$ cat src/rtl/sirv_gnrl_wbck_rrarb_pkg.sv
// Shared defaults and index helpers for the writeback round-robin arbiter.
package sirv_gnrl_wbck_rrarb_pkg;

    localparam int unsigned NREQ_DEF = 4;
    localparam int unsigned DW_DEF   = 32;
    localparam int unsigned AW_DEF   = 5;

    // Single-step modulo: callers only ever exceed n by less than n.
    function automatic int unsigned rr_wrap(input int unsigned idx, input int unsigned n);
        return (idx >= n) ? idx - n : idx;
    endfunction

endpackage

$ cat src/rtl/sirv_gnrl_dfflr.sv
// Load-enabled flop bank with asynchronous active-low reset to zero.
module sirv_gnrl_dfflr #(
    parameter int unsigned DW = 32
) (
    input  logic          clk,
    input  logic          rst_n,
    input  logic          lden_i,
    input  logic [DW-1:0] dnxt_i,
    output logic [DW-1:0] qout_o
);

    logic [DW-1:0] q_q;

    always_ff @(posedge clk or negedge rst_n) begin
        if (!rst_n) begin
            q_q <= '0;
        end else if (lden_i) begin
            q_q <= dnxt_i;
        end
    end

    assign qout_o = q_q;

endmodule

$ cat src/rtl/sirv_gnrl_rr_pick.sv
// Combinational round-robin pick: first valid requester at or after ptr, wrapping.
module sirv_gnrl_rr_pick
    import sirv_gnrl_wbck_rrarb_pkg::*;
#(
    parameter int unsigned NREQ = 4,
    parameter int unsigned IW   = 2
) (
    input  logic [IW-1:0]   ptr_i,
    input  logic [NREQ-1:0] valid_i,
    output logic [NREQ-1:0] win_oh_o,
    output logic [IW-1:0]   win_idx_o,
    output logic            any_o
);

    logic          found;
    logic [IW-1:0] idx;

    always_comb begin
        win_oh_o  = '0;
        win_idx_o = '0;
        found     = 1'b0;
        idx       = '0;
        for (int unsigned off = 0; off < NREQ; off++) begin
            idx = IW'(rr_wrap(int'(ptr_i) + off, NREQ));
            if (!found && valid_i[idx]) begin
                found         = 1'b1;
                win_idx_o     = idx;
                win_oh_o[idx] = 1'b1;
            end
        end
    end

    assign any_o = |valid_i;

endmodule

$ cat src/rtl/sirv_gnrl_wbck_rrarb.sv
// Round-robin arbiter sharing one regfile write port among NREQ writeback sources,
// with a single-entry output stage that accepts a new write while draining the old one.
module sirv_gnrl_wbck_rrarb
    import sirv_gnrl_wbck_rrarb_pkg::*;
#(
    parameter int unsigned NREQ = NREQ_DEF,
    parameter int unsigned DW   = DW_DEF,
    parameter int unsigned AW   = AW_DEF,
    parameter int unsigned IW   = $clog2(NREQ)
) (
    input  logic              clk,
    input  logic              rst_n,
    input  logic [NREQ-1:0]   i_valid,
    output logic [NREQ-1:0]   i_ready,
    input  logic [NREQ*AW-1:0] i_addr,
    input  logic [NREQ*DW-1:0] i_data,
    output logic              o_valid,
    input  logic              o_ready,
    output logic [AW-1:0]     o_addr,
    output logic [DW-1:0]     o_data,
    output logic [IW-1:0]     o_id
);

    logic [IW-1:0]   ptr_q;
    logic [IW-1:0]   ptr_d;
    logic [IW-1:0]   win_idx;
    logic [NREQ-1:0] win_oh;
    logic            any_valid;
    logic            can_take;
    logic            accept;
    logic            drain;
    logic [AW-1:0]   addr_arr [NREQ];
    logic [DW-1:0]   data_arr [NREQ];

    for (genvar k = 0; k < NREQ; k++) begin : g_unpack
        assign addr_arr[k] = i_addr[k*AW +: AW];
        assign data_arr[k] = i_data[k*DW +: DW];
    end

    sirv_gnrl_rr_pick #(
        .NREQ (NREQ),
        .IW   (IW)
    ) u_pick (
        .ptr_i     (ptr_q),
        .valid_i   (i_valid),
        .win_oh_o  (win_oh),
        .win_idx_o (win_idx),
        .any_o     (any_valid)
    );

    // Gating by rst_n keeps every i_ready low while reset is asserted.
    assign can_take = ~o_valid | o_ready;
    assign accept   = rst_n & any_valid & can_take;
    assign drain    = o_valid & o_ready & ~any_valid;
    assign i_ready  = accept ? win_oh : '0;
    assign ptr_d    = (win_idx == IW'(NREQ - 1)) ? '0 : win_idx + IW'(1);

    sirv_gnrl_dfflr #(.DW(1)) u_vld_dff (
        .clk    (clk),
        .rst_n  (rst_n),
        .lden_i (accept | drain),
        .dnxt_i (accept),
        .qout_o (o_valid)
    );

    sirv_gnrl_dfflr #(.DW(AW)) u_addr_dff (
        .clk    (clk),
        .rst_n  (rst_n),
        .lden_i (accept),
        .dnxt_i (addr_arr[win_idx]),
        .qout_o (o_addr)
    );

    sirv_gnrl_dfflr #(.DW(DW)) u_data_dff (
        .clk    (clk),
        .rst_n  (rst_n),
        .lden_i (accept),
        .dnxt_i (data_arr[win_idx]),
        .qout_o (o_data)
    );

    sirv_gnrl_dfflr #(.DW(IW)) u_id_dff (
        .clk    (clk),
        .rst_n  (rst_n),
        .lden_i (accept),
        .dnxt_i (win_idx),
        .qout_o (o_id)
    );

    sirv_gnrl_dfflr #(.DW(IW)) u_ptr_dff (
        .clk    (clk),
        .rst_n  (rst_n),
        .lden_i (accept),
        .dnxt_i (ptr_d),
        .qout_o (ptr_q)
    );

endmodule
$ cat config.mk
export PLATFORM = sky130hd
export DESIGN_NAME = sirv_gnrl_wbck_rrarb
export DESIGN_NICKNAME = d
export VERILOG_FILES = /design/src/rtl/sirv_gnrl_wbck_rrarb_pkg.sv /design/src/rtl/sirv_gnrl_dfflr.sv /design/src/rtl/sirv_gnrl_rr_pick.sv /design/src/rtl/sirv_gnrl_wbck_rrarb.sv
export SDC_FILE = /design/constraint.sdc
export NUM_CORES = 1
export LEC_CHECK = 0
export BUFFER_PORTS_ARGS = -buffer_cell sky130_fd_sc_hd__buf_4
export CAP_MARGIN = 20
export CORE_MARGIN = 5
export CORE_UTILIZATION = 43
export CTS_CLUSTER_SIZE = 25
export DETAILED_ROUTE_END_ITERATION = 8
export PLACE_DENSITY = 0.8
export RECOVER_POWER = 100
export SLEW_MARGIN = 10
export SYNTH_ARGS = -nofsm -noshare
export SYNTH_HDL_FRONTEND = slang
export SYNTH_SLANG_ARGS = --single-unit
export TNS_END_PERCENT = 100
$ cat constraint.sdc
create_clock -name clk -period 4 [get_ports clk]
set_input_delay 0.2 -clock clk [delete_from_list [all_inputs] [get_ports clk]]
set_output_delay 0.2 -clock clk [all_outputs]
set_load 0.02 [all_outputs]
# Word level (Yosys, flattened, before mapping)
# Cells that the tools add are included.
# word_totals
reg_bits,42
latch_bits,0
mem_bits_rw,0
romBits,0
in_bits,155
output_inout_bits,44
elab_cells,89
memories,0
# classes
n_addsub,8
n_mul,0
n_div,0
order_cmp,13
eq_ne,1
shift,0
mux,39
n_bitwise,12
n_reduce_logical,11
# ops
op,count
32-bit binary-select mux with 2-bit select,1
32-bit 2-to-1 mux,2
4-bit 2-to-1 mux,5
2-bit 2-to-1 mux,9
"3-bit >= comparator, second input constant",4
"2-bit by 3-bit < comparator with 1-bit output, second input constant",4
4-bit OR,3
1-bit 2-to-1 mux,11
5-bit binary-select mux with 2-bit select,1
5-bit 2-to-1 mux,2
1-bit binary-select mux with 2-bit select,4
1-bit demux with 2-bit select,4
"2-bit by 1-bit >= comparator with 1-bit output, second input constant",4
"2-bit by 1-bit subtractor with 2-bit output, second input constant",4
1-bit logical AND,7
"2-bit by 2-bit adder with 3-bit output, second input constant",2
1-bit AND,4
4-bit OR reduction,1
"2-bit by 1-bit adder with 3-bit output, second input constant",1
"2-bit by 3-bit >= comparator with 1-bit output, second input constant",1
1-bit zero test,3
2-bit NOT with 3-bit output,1
"2-bit by 1-bit adder with 2-bit output, second input constant",1
"2-bit equality test, second input constant",1
2 further kinds,4

# Logic depth before layout (Yosys ltp)
# logic_depth
ltp_word,18
mapped_depth,11
depth_no_buf,8

# By module
# Synthesis repeated with hierarchy kept, for this count alone.
# hier_totals
cells_unflattened,191
area_unflattened_um2,3121.7
# modules_own_cells
mod,n_inst,cells_each,area_per_inst_um2,seq_area_each_um2
sirv_gnrl_dfflr (u_data_dff),1,68,1345.0,800.8
sirv_gnrl_wbck_rrarb,1,56,983.4,0.0
sirv_gnrl_rr_pick,1,47,426.7,0.0
sirv_gnrl_dfflr (u_addr_dff),1,10,181.4,125.1
sirv_gnrl_dfflr (u_id_dff ...),2,4,72.6,50.0
sirv_gnrl_dfflr (u_vld_dff),1,2,40.0,25.0

# Worst setup path before layout
# OpenSTA, ideal clock, no wires.
# synth_path
kind,reg-to-reg
startpoint,"reg u_ptr_dff.q_q[0], in the netlist u_ptr_dff.qout_o[0]"
endpoint,"reg u_data_dff.q_q[11], in the netlist u_data_dff.qout_o[11]"
setup_ps,133
arrival_ps,3099
required_ps,3867
slack_ps,768
stages_incl_launch_ff,12
n_path_buf,3
synth_period_minus_slack_ps,3232
cell_sequence,dfrtp_1 buf_1 inv_1 ha_1 mux4_2 nor2b_1 o21ai_1 o41ai_2 buf_4 buf_2 mux2i_1 o221ai_2
# synth_between
elab_chain_cells,18
elab_cells_between_ends,40
cone_classes,add/sub (7); order compare (4); mux (22); bitwise (1); reduce/logical (6)
# synth_lines
element,line_no,source
from (decl),sirv_gnrl_dfflr.sv:12,logic [DW-1:0] q_q;
from (signal assigned),sirv_gnrl_dfflr.sv:18,q_q <= dnxt_i;
branches (longest 13 deep; another with 2-bit by 1-bit adder with 3-bit output),n/a,
2-bit 2-to-1 mux (*),sirv_gnrl_rr_pick.sv:25,if (!found && valid_i[idx]) begin
2-bit NOT with 3-bit output (implied by the code) (*),sirv_gnrl_wbck_rrarb.sv:78,".dnxt_i (data_arr[win_idx]),"
32-bit binary-select mux with 2-bit select (*),sirv_gnrl_wbck_rrarb.sv:78,
32-bit 2-to-1 mux (implied by the code) (*) (2 in a row),sirv_gnrl_wbck_rrarb.sv:78,
to (signal assigned),sirv_gnrl_dfflr.sv:18,
to (decl),sirv_gnrl_dfflr.sv:12,
# Every way passes the cells marked *. The select of a mux whose other input is x is not followed.
# A chain may end at the register's enable or synchronous reset.

# Worst setup path after layout
# layout_path
startpoint,"reg u_ptr_dff.q_q[1], in the netlist u_ptr_dff.qout_o[1]"
endpoint,"reg u_data_dff.q_q[27], in the netlist u_data_dff.qout_o[27]"
# Same word-level chain as after synthesis.

==> results.sh <==
export IMPL_status="complete, but fails checks"
export IMPL_violations="max-capacitance violations, max-slew violations"
export IMPL_power_w=0.00309
export IMPL_postCtsSetupBuffers=0
export IMPL_portBuffers=198
export IMPL_final_common_cell="buf_4"
export IMPL_clk_latency_ns=0.30
export IMPL_crit_cells=9
export IMPL_cpMaxStageDelayCell="dfrtp_1"
export IMPL_skew_ns=0.0102
export IMPL_die_area_um2=8890
export IMPL_worst_ep_arrival_time_ns=3.43
export IMPL_grt_pass1_wl_mm=16.5
export IMPL_place_inst=560
export IMPL_placed_cell_area_um2=4620
export IMPL_antenna_found_initial=0
export IMPL_clock_fmax_mhz=305
export IMPL_cts_tree="yes"
export IMPL_post_dp_hpwl_mm=8.37
export IMPL_grt_pass1_vias=3273
export IMPL_rsz0062_at_grt="no"
export IMPL_cp_top_family="buffers and inverters"
export IMPL_use_met3_pct=7.61
export IMPL_final_cell_count_no_fill=568
export IMPL_cp_max_fo=26
export IMPL_totalWireLength_mm=10.5
export IMPL_drive_gt1_share_pct=41.3
export IMPL_ir_drop_v=0.000357
export IMPL_hold_path_depth=3
export IMPL_hold_violations=0
export IMPL_cp_num_buf_inv=2
export IMPL_use_met1_pct=28.9
export IMPL_routedWlPerCell_um=18.5
export IMPL_rr_worst_depth=9
export IMPL_nFillCells=643
export IMPL_numCtsBuffers=5
export IMPL_num_rows=30
export IMPL_grt_busiest_layer="met2"
export IMPL_ant_nets=0
export IMPL_grt_max_degree=52
export IMPL_cp_cell_sequence="inv_1 > ha_1 > mux4_2 > nor2b_1 > o21ai_0 > o41ai_1 > buf_4 > mux2i_1 > o221ai_1"
export IMPL_syn_num_nets=444
export IMPL_first_pass_iters=4
export IMPL_yosys_warnings=0
export IMPL_fin_crit_sh_pct=81.9
export IMPL_antennaDiodeCount=0
export IMPL_nets=634
export IMPL_ys_seq_area_share_pct=34.4
export IMPL_fin_crit_ns=3.27
export IMPL_powerDensity_nw_per_um2=683
export IMPL_syn_inst=281
export IMPL_path_clk_slew_ns=0.09
export IMPL_initial_core_util_pct=44.5
export IMPL_worst_setup_path_end_kind="flip-flop"
export IMPL_ctsHoldBuffers=0
export IMPL_drc=0
export IMPL_worst_pin_slew_ns=2.32
export IMPL_overflow=0
export IMPL_cts_htree_levels=2
export IMPL_pre_cts_slack_ns=0.693
export IMPL_setup_viol=0
export IMPL_finalInstanceArea_um2=4520
export IMPL_root_buffer="clkbuf_8"
export IMPL_syn_avg_cell_area_um2=10.9
export IMPL_layout_common_cells="buf_4 (156), mux2i_1 (78), nand2_1 (46), clkbuf_1 (46), dfrtp_1 (42)"
export IMPL_fp_coreArea_um2=6870
export IMPL_cts_buffer_depth=2
export IMPL_cts_resized_gates=0
export IMPL_ys_seq_elements=42
export IMPL_cp_required_ns=4.16
export IMPL_cts_sink_count=42
export IMPL_pin_count=199
export IMPL_grt_usage_pct=23.8
export IMPL_timing_final_ws_setup_ns=0.725
export IMPL_crit_type="reg -> reg"
export IMPL_area_growth_pct=47.8
export IMPL_drv_slew=43
export IMPL_die_y_um=94.3
export IMPL_max_slew_margin_pct=-54.8
export IMPL_p_leak_nw=2.15
export IMPL_drv_cap=1
export IMPL_startpoint_type="flip-flop"
export IMPL_routed_via_density=5.34
export IMPL_initialDrtViolationCount=98
export IMPL_synth_area_um2=3050
export IMPL_die_x_um=94.3
export IMPL_tns_ns=0
export IMPL_vias=3033
export IMPL_max_stage_delay_ns=0.59
export IMPL_synth_cell_types=33
export IMPL_hp_class="in -> reg"
export IMPL_met2_usage_pct=40.1
export IMPL_place_gp_congestion=0.843
-- report_power, final --
part | internal, W | switching [W]
clock network | 0.000139 | 0.000155
logic | 0.000867 | 0.00118
registers | 0.000621 | 0.000127
-- path summary, 6_finish.rpt --
check	startpoint	to	slack, ns
min	rst_n	u_vld_dff.qout_o$_DFFE_PN0P_	0.18
min in group asynchronous	rst_n	u_vld_dff.qout_o$_DFFE_PN0P_	0.73
max reg2reg	u_ptr_dff.qout_o[1]$_DFFE_PN0P_	u_data_dff.qout_o[27]$_DFFE_PN0P_	0.73
min reg2reg	u_addr_dff.qout_o[3]$_DFFE_PN0P_	u_addr_dff.qout_o[3]$_DFFE_PN0P_	0.49
max in group asynchronous	rst_n	u_data_dff.qout_o[27]$_DFFE_PN0P_	1.96
max	u_ptr_dff.qout_o[1]$_DFFE_PN0P_	u_data_dff.qout_o[27]$_DFFE_PN0P_	0.73
-- flip-flops by register name, indices dropped and copies added (netlist names) --
register and flops:
u_addr_dff.qout_o 5, u_data_dff.qout_o 32, u_id_dff.qout_o 2, u_ptr_dff.qout_o 2
u_vld_dff.qout_o 1
-- synthesized netlist by cell type --
library cell	instances	area (um2)
buf_2	11	55.1
buf_1	1	3.75
o221ai_2	20	300
inv_1	3	11.3
or3_4	1	11.3
o21ai_1	1	5.00
a21o_1	1	7.51
clkbuf_1	5	18.8
nand2b_1	2	12.5
nor2_1	10	37.5
xor2_1	1	8.76
nor2b_1	2	12.5
mux2i_1	78	781
o221ai_1	17	149
buf_4	1	7.51
o22ai_1	2	12.5
mux2_2	2	22.5
a221oi_1	5	43.8
a22oi_1	4	30.0
nand2_1	45	169
or4_1	1	7.51
and2_1	1	6.26
o21a_1	1	7.51
dfrtp_1	42	1050
buf_6	4	45.0
mux4_2	3	67.6
a21oi_1	1	5.00
or3b_4	1	11.3
o21ai_0	3	15.0
nand2_2	2	12.5
ha_1	8	100
nand3_2	1	10.0
o41ai_2	1	16.3
-- final cells by class --
cell class / count / area [um2] / area share, %
Clock inverter: 2 / 12.5 / 0.277
Clock buffer: 6 / 82.6 / 1.83
Sequential cell: 42 / 1050 / 23.3
Inverter: 3 / 11.3 / 0.249
Timing Repair Buffer: 205 / 1390 / 30.8
Tap cell: 96 / 120 / 2.66
Multi-Input combinational cell: 214 / 1850 / 40.9
-- worst register-to-register path: cells and delay by family (launching register included) --
kind	cells	cell delay (ns)
flip-flops	1	0.59
buffers and inverters	2	0.66
multiplexers	2	0.68
AO/OA/AOI/OAI	3	0.43
adder cells (fa/ha/maj)	1	0.42
AND/OR/NAND/NOR	1	0.35
-- stage by stage --
| stage | hold slack [ns] | utilization [%] |
|---|---|---|
| 5_1_grt | 0.187 | 65.7 |
| 3_5_place_dp | 0.324 | 67.2 |
| 2_1_floorplan | -0.0956 | - |
| 4_1_cts | 0.00202 | 68.6 |
| 6_report | 0.183 | 65.7 |
| 3_3_place_gp | 0.319 | 67.2 |
-- logic make-up (layout without fill, tap and decap cells) --
| family | after synthesis | in the layout | share of synthesized area, % |
|---|---|---|---|
| buf+inv | 25 | 216 | 4.63 |
| simple gates | 66 | 66 | 9.50 |
| flops | 42 | 42 | 34.4 |
| mux | 83 | 83 | 28.5 |
| fa+ha+maj | 8 | 8 | 3.28 |
| xor+xnor | 1 | 1 | 0.287 |
| compound gates | 56 | 56 | 19.4 |
-- metal layers --
| layer | up-vias | part of all wire, % |
|---|---|---|
| met5 | - | 0 |
| met4 | 0 | 2.2 |
| met3 | 22 | 8.2 |
| met2 | 122 | 51 |
| met1 | 1439 | 38 |
| li1 | 1450 | - |
Power figures use the tool's default switching activity.
